==> src/rtl/reg_array_arbiter_if.sv <==
// Bundle between the two pipeline clients, the arbiter and the shared regArray.
// The slave modport is the arbiter's view; master is everything around it.
interface reg_array_arbiter_if #(
  parameter int m = 4,
  parameter int n = 4
);
  logic         req0;
  logic         req1;
  logic         we0;
  logic         we1;
  logic [m-1:0] addr0;
  logic [m-1:0] addr1;
  logic [n-1:0] wdata0;
  logic [n-1:0] wdata1;
  logic         ack0;
  logic         ack1;
  logic [n-1:0] rdata0;
  logic [n-1:0] rdata1;
  logic         busy;
  logic         ra_writeEnable;
  logic [m-1:0] ra_writeAddr;
  logic [m-1:0] ra_readAddr;
  logic [n-1:0] ra_dataIn;
  logic [n-1:0] ra_dataOut;

  modport slave (
    input  req0, req1, we0, we1, addr0, addr1, wdata0, wdata1, ra_dataOut,
    output ack0, ack1, rdata0, rdata1, busy,
           ra_writeEnable, ra_writeAddr, ra_readAddr, ra_dataIn
  );

  modport master (
    output req0, req1, we0, we1, addr0, addr1, wdata0, wdata1, ra_dataOut,
    input  ack0, ack1, rdata0, rdata1, busy,
           ra_writeEnable, ra_writeAddr, ra_readAddr, ra_dataIn
  );
endinterface

==> src/rtl/reg_array_arbiter.sv <==
// Round-robin arbiter sharing one regArray between two req/ack requesters.
// Each op walks IDLE -> ISSUE -> DONE; all outputs are registered.
module reg_array_arbiter #(
  parameter int m = 4,
  parameter int n = 4
) (
  input  logic                clk,
  input  logic                clr,
  reg_array_arbiter_if.slave  bus
);

  typedef enum logic [1:0] {
    IDLE  = 2'd0,
    ISSUE = 2'd1,
    DONE  = 2'd2
  } state_t;

  state_t       state_q;
  logic         owner_q;
  logic         we_q;
  logic         ptr_q;
  logic         ack0_q;
  logic         ack1_q;
  logic         busy_q;
  logic [n-1:0] rdata0_q;
  logic [n-1:0] rdata1_q;
  logic         raWe_q;
  logic [m-1:0] raWAddr_q;
  logic [m-1:0] raRAddr_q;
  logic [n-1:0] raDataIn_q;

  logic         grantOwner_d;
  logic         grantWe_d;
  logic [m-1:0] grantAddr_d;
  logic [n-1:0] grantData_d;

  // ptr only matters when both requesters compete; a lone request always wins.
  always_comb begin
    grantOwner_d = 1'b0;
    if (bus.req0 && bus.req1) begin
      grantOwner_d = ptr_q;
    end else if (bus.req1) begin
      grantOwner_d = 1'b1;
    end
    grantWe_d   = grantOwner_d ? bus.we1    : bus.we0;
    grantAddr_d = grantOwner_d ? bus.addr1  : bus.addr0;
    grantData_d = grantOwner_d ? bus.wdata1 : bus.wdata0;
  end

  always_ff @(posedge clk) begin
    if (!clr) begin
      state_q    <= IDLE;
      owner_q    <= 1'b0;
      we_q       <= 1'b0;
      ptr_q      <= 1'b0;
      ack0_q     <= 1'b0;
      ack1_q     <= 1'b0;
      busy_q     <= 1'b0;
      rdata0_q   <= '0;
      rdata1_q   <= '0;
      raWe_q     <= 1'b0;
      raWAddr_q  <= '0;
      raRAddr_q  <= '0;
      raDataIn_q <= '0;
    end else begin
      case (state_q)
        IDLE: begin
          if (bus.req0 || bus.req1) begin
            owner_q    <= grantOwner_d;
            we_q       <= grantWe_d;
            raWe_q     <= grantWe_d;
            raWAddr_q  <= grantAddr_d;
            raRAddr_q  <= grantAddr_d;
            raDataIn_q <= grantData_d;
            busy_q     <= 1'b1;
            state_q    <= ISSUE;
          end
        end
        // The array has written on the falling edge; a read is sampled here.
        ISSUE: begin
          raWe_q <= 1'b0;
          if (!we_q) begin
            if (owner_q) rdata1_q <= bus.ra_dataOut;
            else         rdata0_q <= bus.ra_dataOut;
          end
          ack0_q  <= ~owner_q;
          ack1_q  <= owner_q;
          ptr_q   <= ~owner_q;
          state_q <= DONE;
        end
        DONE: begin
          ack0_q  <= 1'b0;
          ack1_q  <= 1'b0;
          busy_q  <= 1'b0;
          state_q <= IDLE;
        end
        default: begin
          state_q <= IDLE;
        end
      endcase
    end
  end

  assign bus.ack0           = ack0_q;
  assign bus.ack1           = ack1_q;
  assign bus.rdata0         = rdata0_q;
  assign bus.rdata1         = rdata1_q;
  assign bus.busy           = busy_q;
  assign bus.ra_writeEnable = raWe_q;
  assign bus.ra_writeAddr   = raWAddr_q;
  assign bus.ra_readAddr    = raRAddr_q;
  assign bus.ra_dataIn      = raDataIn_q;

endmodule

==> src/flat_wrapper.sv <==
// flat-port wrapper written by rule: the top's interface ports become plain ports
module reg_array_arbiter_flat 
#(
  parameter int m = 4,
  parameter int n = 4
)
  (clk, clr, bus_req0, bus_req1, bus_we0, bus_we1, bus_addr0, bus_addr1, bus_wdata0, bus_wdata1, bus_ra_dataOut, bus_ack0, bus_ack1, bus_rdata0, bus_rdata1, bus_busy, bus_ra_writeEnable, bus_ra_writeAddr, bus_ra_readAddr, bus_ra_dataIn);
  reg_array_arbiter_if #(.m(m), .n(n)) bus_i ();
  input  logic clk;
  input  logic clr;
  input wire logic [$bits(bus_i.req0)-1:0] bus_req0;
  input wire logic [$bits(bus_i.req1)-1:0] bus_req1;
  input wire logic [$bits(bus_i.we0)-1:0] bus_we0;
  input wire logic [$bits(bus_i.we1)-1:0] bus_we1;
  input wire logic [$bits(bus_i.addr0)-1:0] bus_addr0;
  input wire logic [$bits(bus_i.addr1)-1:0] bus_addr1;
  input wire logic [$bits(bus_i.wdata0)-1:0] bus_wdata0;
  input wire logic [$bits(bus_i.wdata1)-1:0] bus_wdata1;
  input wire logic [$bits(bus_i.ra_dataOut)-1:0] bus_ra_dataOut;
  output wire logic [$bits(bus_i.ack0)-1:0] bus_ack0;
  output wire logic [$bits(bus_i.ack1)-1:0] bus_ack1;
  output wire logic [$bits(bus_i.rdata0)-1:0] bus_rdata0;
  output wire logic [$bits(bus_i.rdata1)-1:0] bus_rdata1;
  output wire logic [$bits(bus_i.busy)-1:0] bus_busy;
  output wire logic [$bits(bus_i.ra_writeEnable)-1:0] bus_ra_writeEnable;
  output wire logic [$bits(bus_i.ra_writeAddr)-1:0] bus_ra_writeAddr;
  output wire logic [$bits(bus_i.ra_readAddr)-1:0] bus_ra_readAddr;
  output wire logic [$bits(bus_i.ra_dataIn)-1:0] bus_ra_dataIn;
  assign bus_i.req0 = bus_req0;
  assign bus_i.req1 = bus_req1;
  assign bus_i.we0 = bus_we0;
  assign bus_i.we1 = bus_we1;
  assign bus_i.addr0 = bus_addr0;
  assign bus_i.addr1 = bus_addr1;
  assign bus_i.wdata0 = bus_wdata0;
  assign bus_i.wdata1 = bus_wdata1;
  assign bus_i.ra_dataOut = bus_ra_dataOut;
  assign bus_ack0 = bus_i.ack0;
  assign bus_ack1 = bus_i.ack1;
  assign bus_rdata0 = bus_i.rdata0;
  assign bus_rdata1 = bus_i.rdata1;
  assign bus_busy = bus_i.busy;
  assign bus_ra_writeEnable = bus_i.ra_writeEnable;
  assign bus_ra_writeAddr = bus_i.ra_writeAddr;
  assign bus_ra_readAddr = bus_i.ra_readAddr;
  assign bus_ra_dataIn = bus_i.ra_dataIn;
  reg_array_arbiter #(.m(m), .n(n)) u_core (.clk(clk), .clr(clr), .bus(bus_i));
endmodule
==> config.mk <==
export PLATFORM = sky130hd
export DESIGN_NAME = reg_array_arbiter_flat
export DESIGN_NICKNAME = d
export VERILOG_FILES = /design/src/rtl/reg_array_arbiter_if.sv /design/src/rtl/reg_array_arbiter.sv /design/src/flat_wrapper.sv
export SDC_FILE = /design/constraint.sdc
export NUM_CORES = 1
export LEC_CHECK = 0
export BUFFER_PORTS_ARGS = -buffer_cell sky130_fd_sc_hd__buf_2
export CAP_MARGIN = 0
export CORE_ASPECT_RATIO = 0.8
export CORE_MARGIN = 2
export CORE_UTILIZATION = 30
export CTS_CLUSTER_SIZE = 16
export DETAILED_ROUTE_END_ITERATION = 8
export SYNTH_ARGS = -nofsm -noshare
export SYNTH_HDL_FRONTEND = slang
export SYNTH_SLANG_ARGS = --single-unit
export TNS_END_PERCENT = 10
==> constraint.sdc <==
create_clock -name clk -period 1.4 [get_ports clk]
set_input_delay 0.14 -clock clk [delete_from_list [all_inputs] [get_ports clk]]
set_output_delay 0.14 -clock clk [all_outputs]
set_load 0.01 [all_outputs]
## Word level (Yosys, flattened, before mapping)

Index checks and enable logic that the tools add are counted.
Widths: inputs -> output; s select.

- Memory bits (read-only): 0
- Output and inout bits: 24
- Bits in latches: 0
- Flip-flop bits (word level): 25
- Input port bits: 26
- RAM bits: 0
- Memories: 0
- Logic and storage cells: 41

- Add/subtract/negate cells: 0
- Magnitude comparators: 0
- Equality and inequality tests: 3
- Multipliers: 0
- Shifts and indexed selects: 0
- Div/mod/pow operators: 0
- Bitwise operators: 2
- Mux-type cells: 13
- Reductions and logical operators: 11

Operator list:

| kind | count |
|---|---|
| $mux 4 | 2 |
| $pmux 1 s2 | 4 |
| $reduce_and 2->1 | 3 |
| $reduce_and 3->1 | 2 |
| $reduce_bool 2->1 | 3 |
| $mux 1 | 5 |
| $pmux 2 s2 | 1 |
| $eq 2x1->1 const B | 1 |
| $eq 2x2->1 const B | 1 |
| $logic_not 2->1 | 1 |
| $mux 2 | 1 |
| $ne 2x1->1 const B | 1 |
| $not 1->1 | 2 |
| $logic_and 1x1->1 | 1 |
| $logic_or 1x1->1 | 1 |

## Logic depth before layout (Yosys ltp)

- Depth after elaboration: 5
- Mapped depth: 7
- Gate-level depth less buffers: 5

## Worst setup path before layout

No wires, ideal clock.

- Path kind: reg2reg
- From: register u_core.state_q[1]
- To: register u_core.rdata0_q[0], in the netlist u_core.bus.rdata0[0]
- Cell stages (with the launch flop): 6
- Arrival time: 1.159 ns
- Buffers on the path: 0
- Path slack: 0.124 ns
- Library setup time: 0.117 ns
- Data required time: 1.283 ns
- Period minus slack after synthesis: 1.276 ns
- Cell sequence: dfxtp_1 inv_1 ha_1 nor3b_4 mux2i_1 nor2_1

- Word-level cells in the longest chain between the ends: 2

Ends and longest elaborated chain:

| item | line | RTL |
|---|---|---|
| start: declaration | reg_array_arbiter.sv:18 | `state_t state_q;` |
| start signal: assignment | reg_array_arbiter.sv:52 | `state_q <= IDLE;` |
| start signal: assignment | reg_array_arbiter.sv:76 | `state_q <= ISSUE;` |
| start signal: assignment | reg_array_arbiter.sv:89 | `state_q <= DONE;` |
| $eq 2x1->1 | reg_array_arbiter.sv:66 | `case (state_q)` |
| $reduce_and 3->1 (no line) | -- |  |
| end signal: assignment | reg_array_arbiter.sv:84 | `else rdata0_q <= bus.ra_dataOut;` |
| end: declaration | reg_array_arbiter.sv:25 | `logic [n-1:0] rdata0_q;` |

Every way passes these cells.
A chain may end at the register's enable or synchronous reset.

## Final worst setup path

- From: register u_core.state_q[0]
- To: register u_core.raWe_q, in the netlist u_core.bus.ra_writeEnable

- Word-level cells in the longest chain between the ends: 3
- Elaborated cells on any way between the ends: 6
- Those cells by class: eq/ne: 2; mux: 1; reduce/logical: 3

Ends and longest elaborated chain:

| item | line | RTL |
|---|---|---|
| $eq 2x1->1 or $logic_not 2->1 (tied branches) | reg_array_arbiter.sv:66 |  |
| $reduce_bool 2->1 (no line) or $ne 2x1->1 (tied branches) | -- |  |
| $reduce_and 2->1 (no line) | -- |  |
| end signal: assignment | reg_array_arbiter.sv:71 | `raWe_q <= grantWe_d;` |
| end: declaration | reg_array_arbiter.sv:27 | `logic raWe_q;` |

Parallel ways exist; a longest one is shown, timed or not.

==> impl_summary.md <==
Pwr
Total power for the finished layout comes to about 0.0018 W. The peak supply drop is ~420 uV. The leakage power figure is between 0.7 and 0.8 nW.

The total power per unit cell area is roughly 1200 nW/um^2.

Floorplanning
The floorplan step set the die height to between 50 and 60 microns. Measured along the x axis, the die boundary spans 73.5 microns. The core footprint is around 3800 sq um.

Once the floorplan was initialized, standard cells occupied roughly 31% of the core. The floorplan step defined a die boundary enclosing 4380 sq um. Pin placement for this block handled 50 I/O pins.

The number of core rows is 20.

Clock tree
CTS built an H-tree with a depth of 1. The clock tree from TritonCTS is done. Clock-pin slew was measured on the worst setup and hold paths at around 0.090 ns. Clock tree synthesis selected as its root buffer the cell sky130_fd_sc_hd__clkbuf_8. The longest clock path from root to sink contains 2 buffers. Clock tree synthesis found a total of 25 sinks.

The clock latency on the worst-skew pair is ~0.27 ns. The number of hold buffers added after CTS is 0. The number of CTS-inserted buffers is 3.

Synthesis
The synthesized design contains 25 register bits. The total number of yosys warnings is 0. The sequential element share of the synthesized area is between 40% and 50%. The post-synthesis area per instance is a little over 9 sq um. In the synthesized netlist, the number of instances is between 100 and 150. Counting every net in the synthesized netlist gives 155.

The netlist area before placement is between 1000 and 1500 sq um. Synthesis instantiated 27 different standard cells from the library.

Setup path
The worst setup path is launched from a flop. The nature of the critical path endpoint is a flop. In this run the worst path has a maximum fanout of 19. The critical path is of the reg2reg type. The critical path required time is about 1.6 ns. At the worst endpoint, the arrival time is around 1.5 ns.

Place
Buffers placed on the I/O ports in this run total around 50. The routability congestion estimate from global placement is roughly 0.76. The half-perimeter wire length after detailed placement is ~1900 microns.

The area after detailed placement is roughly 1400 sq um.

Finish
The proportion of layout cells with a drive suffix above 1 is approximately two fifths. The number of nets in the layout is slightly above 200. The final antenna diode count is 0. The area growth from synthesis to final layout is 29.5%. The layout has around 380 filler cells. The footprint of the multi-input gates is a little under 600 sq um.

The finished cells cover 1500 sq um. In the final layout, flip-flops and latches occupy 502 sq um. The final design utilization is between 30% and 40%.

Global route
The initial antenna violation count is 0. The total global routing overflow is 0. The largest net degree at the start of global routing is 20. The first-pass GRT wire length is roughly 4300 microns.

The total routing resource utilization after global routing is 12.7%. The via count of the first global-routing pass came to between 900 and 1,000.

Detailed routing
The routed wirelength normalized by instance count is 11.8 microns. The final layout contains routed wiring with a total length of between 2000 and 3000 microns. The number of iterations in the first detailed-routing pass is 4. The post-detailed-route count of antenna-violating nets is 0. The first routing iteration left 32 violations.

The via count is about 1,000. Using the TritonRoute via totals, the vias-per-cell ratio works out to approximately 4.8. The final routed DRC violation total is 0.

Timing
The slew at the pin closest to its max-slew limit is 0.335 ns. The number of hold-slack violations in the final timing report came to 0. The setup violation total in the final timing report is 0. For the final database, setup skew stands at about 0.006 ns. The worst-case headroom to the max-slew limit is 77.4%. The post-route minimum period is between 1 and 1.5 ns.

Setup repair after global routing could not meet its margin everywhere. The final max-slew violation count is 0. The setup total negative slack is 0 ns. The maximum clock frequency is approximately 0.74 GHz. The final critical-path share of the clock period is about 96%. The post-route worst hold slack is 0.115 ns.

Worst hold path
The worst hold path belongs to the class in2reg.

Outcome
The run finished with clean final reports.

Job
Max-cap violations in this run came to 0.
[cells in the mapped netlist, drive strengths merged]
| master | count | area share (%) |
|---|---|---|
| a211oi | 1 | 0.65 |
| a21oi | 2 | 0.86 |
| a221oi | 1 | 1.3 |
| a31oi | 10 | 5.9 |
| a32oi | 1 | 0.76 |
| and2b | 1 | 0.76 |
| buf | 9 | 5.8 |
| dfxtp | 25 | 43 |
| ha | 5 | 5.4 |
| inv | 6 | 1.9 |
| mux2i | 11 | 9.5 |
| nand2 | 2 | 0.65 |
| nand2b | 2 | 1.1 |
| nand3 | 9 | 3.9 |
| nand3b | 1 | 0.65 |
| nor2 | 14 | 4.5 |
| nor2b | 1 | 0.54 |
| nor3b | 2 | 2.7 |
| o21a | 1 | 0.65 |
| o21ai | 19 | 8.5 |
| o21bai | 1 | 0.65 |
[area by class of cell]
type	instances	area share [%]
clock buffer	3	2.75
clock inverter	1	0.334
inverter	6	1.50
multi-input combinational	84	38.6
sequential	25	33.4
tap	44	3.67
timing repair buffer	54	19.7
[flip-flops by register name, summed over array words and instances, names as in the netlist]
signal,cells
u_core.bus.ra_dataIn,4
u_core.bus.ra_writeAddr,4
u_core.bus.rdata0,4
u_core.bus.rdata1,4
u_core.state_q,2
u_core.bus.ack0,1
u_core.bus.ack1,1
u_core.bus.busy,1
u_core.bus.ra_writeEnable,1
u_core.owner_q,1
u_core.ptr_q,1
u_core.we_q,1
[layer usage]
metal,part of all wire [%],vias to the layer above,wire (microns),GRT usage [%]
li1,-,534,-,-
met5,0,-,0,0
met4,1.1,0,27,3.90
met3,4.1,2,106,3.23
met1,48,475,1230,15.7
met2,47,20,1200,21.7
[through the flow]
stage | std cells | setup slack (ns)
3_3_place_gp | 212 | 0.0297
2_1_floorplan | 124 | 0.124
6_report | 217 | 0.0556
3_5_place_dp | 212 | -0.0113
4_1_cts | 216 | 0.0126
5_1_grt | 217 | -0.0471
[power by group]
part	internal [W]	switching (W)	leakage (nW)
combinational	0.000247	0.000264	0.469
clock	0.000199	0.000219	0.0255
sequential	0.000795	0.0000557	0.206
[final timing paths]
path	startpoint	to	slack (ns)	cells after the start
min	bus_ra_dataOut[0]	u_core.bus.rdata1[0]$_SDFFE_PN0P_	0.11	3
max reg2reg	u_core.state_q[0]$_SDFFE_PN0P_	u_core.bus.ra_writeEnable$_SDFFE_PN0P_	0.06	6
max	u_core.state_q[0]$_SDFFE_PN0P_	u_core.bus.ra_writeEnable$_SDFFE_PN0P_	0.06	6
min reg2reg	u_core.bus.ack1$_SDFFE_PN0P_	u_core.bus.ack1$_SDFFE_PN0P_	0.48	2
[worst max-delay path: stages (launching register included)]
cell and delay [ns]:
sky130_fd_sc_hd__dfxtp_2 0.35, sky130_fd_sc_hd__inv_1 0.08, sky130_fd_sc_hd__ha_2 0.21, sky130_fd_sc_hd__o21a_1 0.17, sky130_fd_sc_hd__buf_12 0.15, sky130_fd_sc_hd__o21bai_1 0.08, sky130_fd_sc_hd__a221oi_2 0.23
[cell usage in the layout, fill, tap and decap left out]
| master | instances |
|---|---|
| sky130_fd_sc_hd__o21a_1 | 1 |
| sky130_fd_sc_hd__ha_2 | 2 |
| sky130_fd_sc_hd__buf_12 | 1 |
| sky130_fd_sc_hd__and2b_2 | 1 |
| sky130_fd_sc_hd__a221oi_2 | 1 |
| sky130_fd_sc_hd__o21bai_1 | 1 |
| sky130_fd_sc_hd__nand2b_1 | 2 |
| sky130_fd_sc_hd__dfxtp_2 | 1 |
| sky130_fd_sc_hd__clkbuf_8 | 3 |
| sky130_fd_sc_hd__ha_1 | 3 |
| sky130_fd_sc_hd__a31oi_1 | 9 |
| sky130_fd_sc_hd__mux2i_1 | 11 |
| sky130_fd_sc_hd__o21ai_2 | 1 |
| sky130_fd_sc_hd__nor3b_4 | 2 |
| sky130_fd_sc_hd__buf_2 | 49 |
| sky130_fd_sc_hd__o21ai_0 | 18 |
| sky130_fd_sc_hd__a32oi_1 | 1 |
| sky130_fd_sc_hd__inv_1 | 4 |
| sky130_fd_sc_hd__buf_4 | 4 |
| sky130_fd_sc_hd__dfxtp_1 | 24 |
| sky130_fd_sc_hd__clkinv_2 | 1 |
| sky130_fd_sc_hd__nand3_1 | 9 |
| sky130_fd_sc_hd__a21oi_1 | 2 |
| sky130_fd_sc_hd__nor2b_1 | 1 |
| sky130_fd_sc_hd__nand3b_1 | 1 |
| sky130_fd_sc_hd__inv_2 | 2 |
| sky130_fd_sc_hd__nand2_1 | 2 |
| sky130_fd_sc_hd__a31oi_2 | 1 |
| sky130_fd_sc_hd__a211oi_1 | 1 |
| sky130_fd_sc_hd__nor2_1 | 14 |
[logic make-up after synthesis]
logic type      synth area share [%]
mux                             9.50
fa+ha+maj                       5.40
compound gates                  19.3
simple gates                    14.8
flops                           43.2
buf+inv                         7.77
[timing repair]
| item | 4_1_cts | 5_1_grt |
|---|---|---|
| hold endpoints to repair | 0 | 0 |
| pin swaps | 0 | 3 |
| gates resized for setup | 1 | 4 |
| buffers inserted | 0 | 1 |
| endpoints found under the setup margin | 2 | 18 |
| cloned | 0 | 0 |
Note: power is estimated with default switching activity, not from simulation.
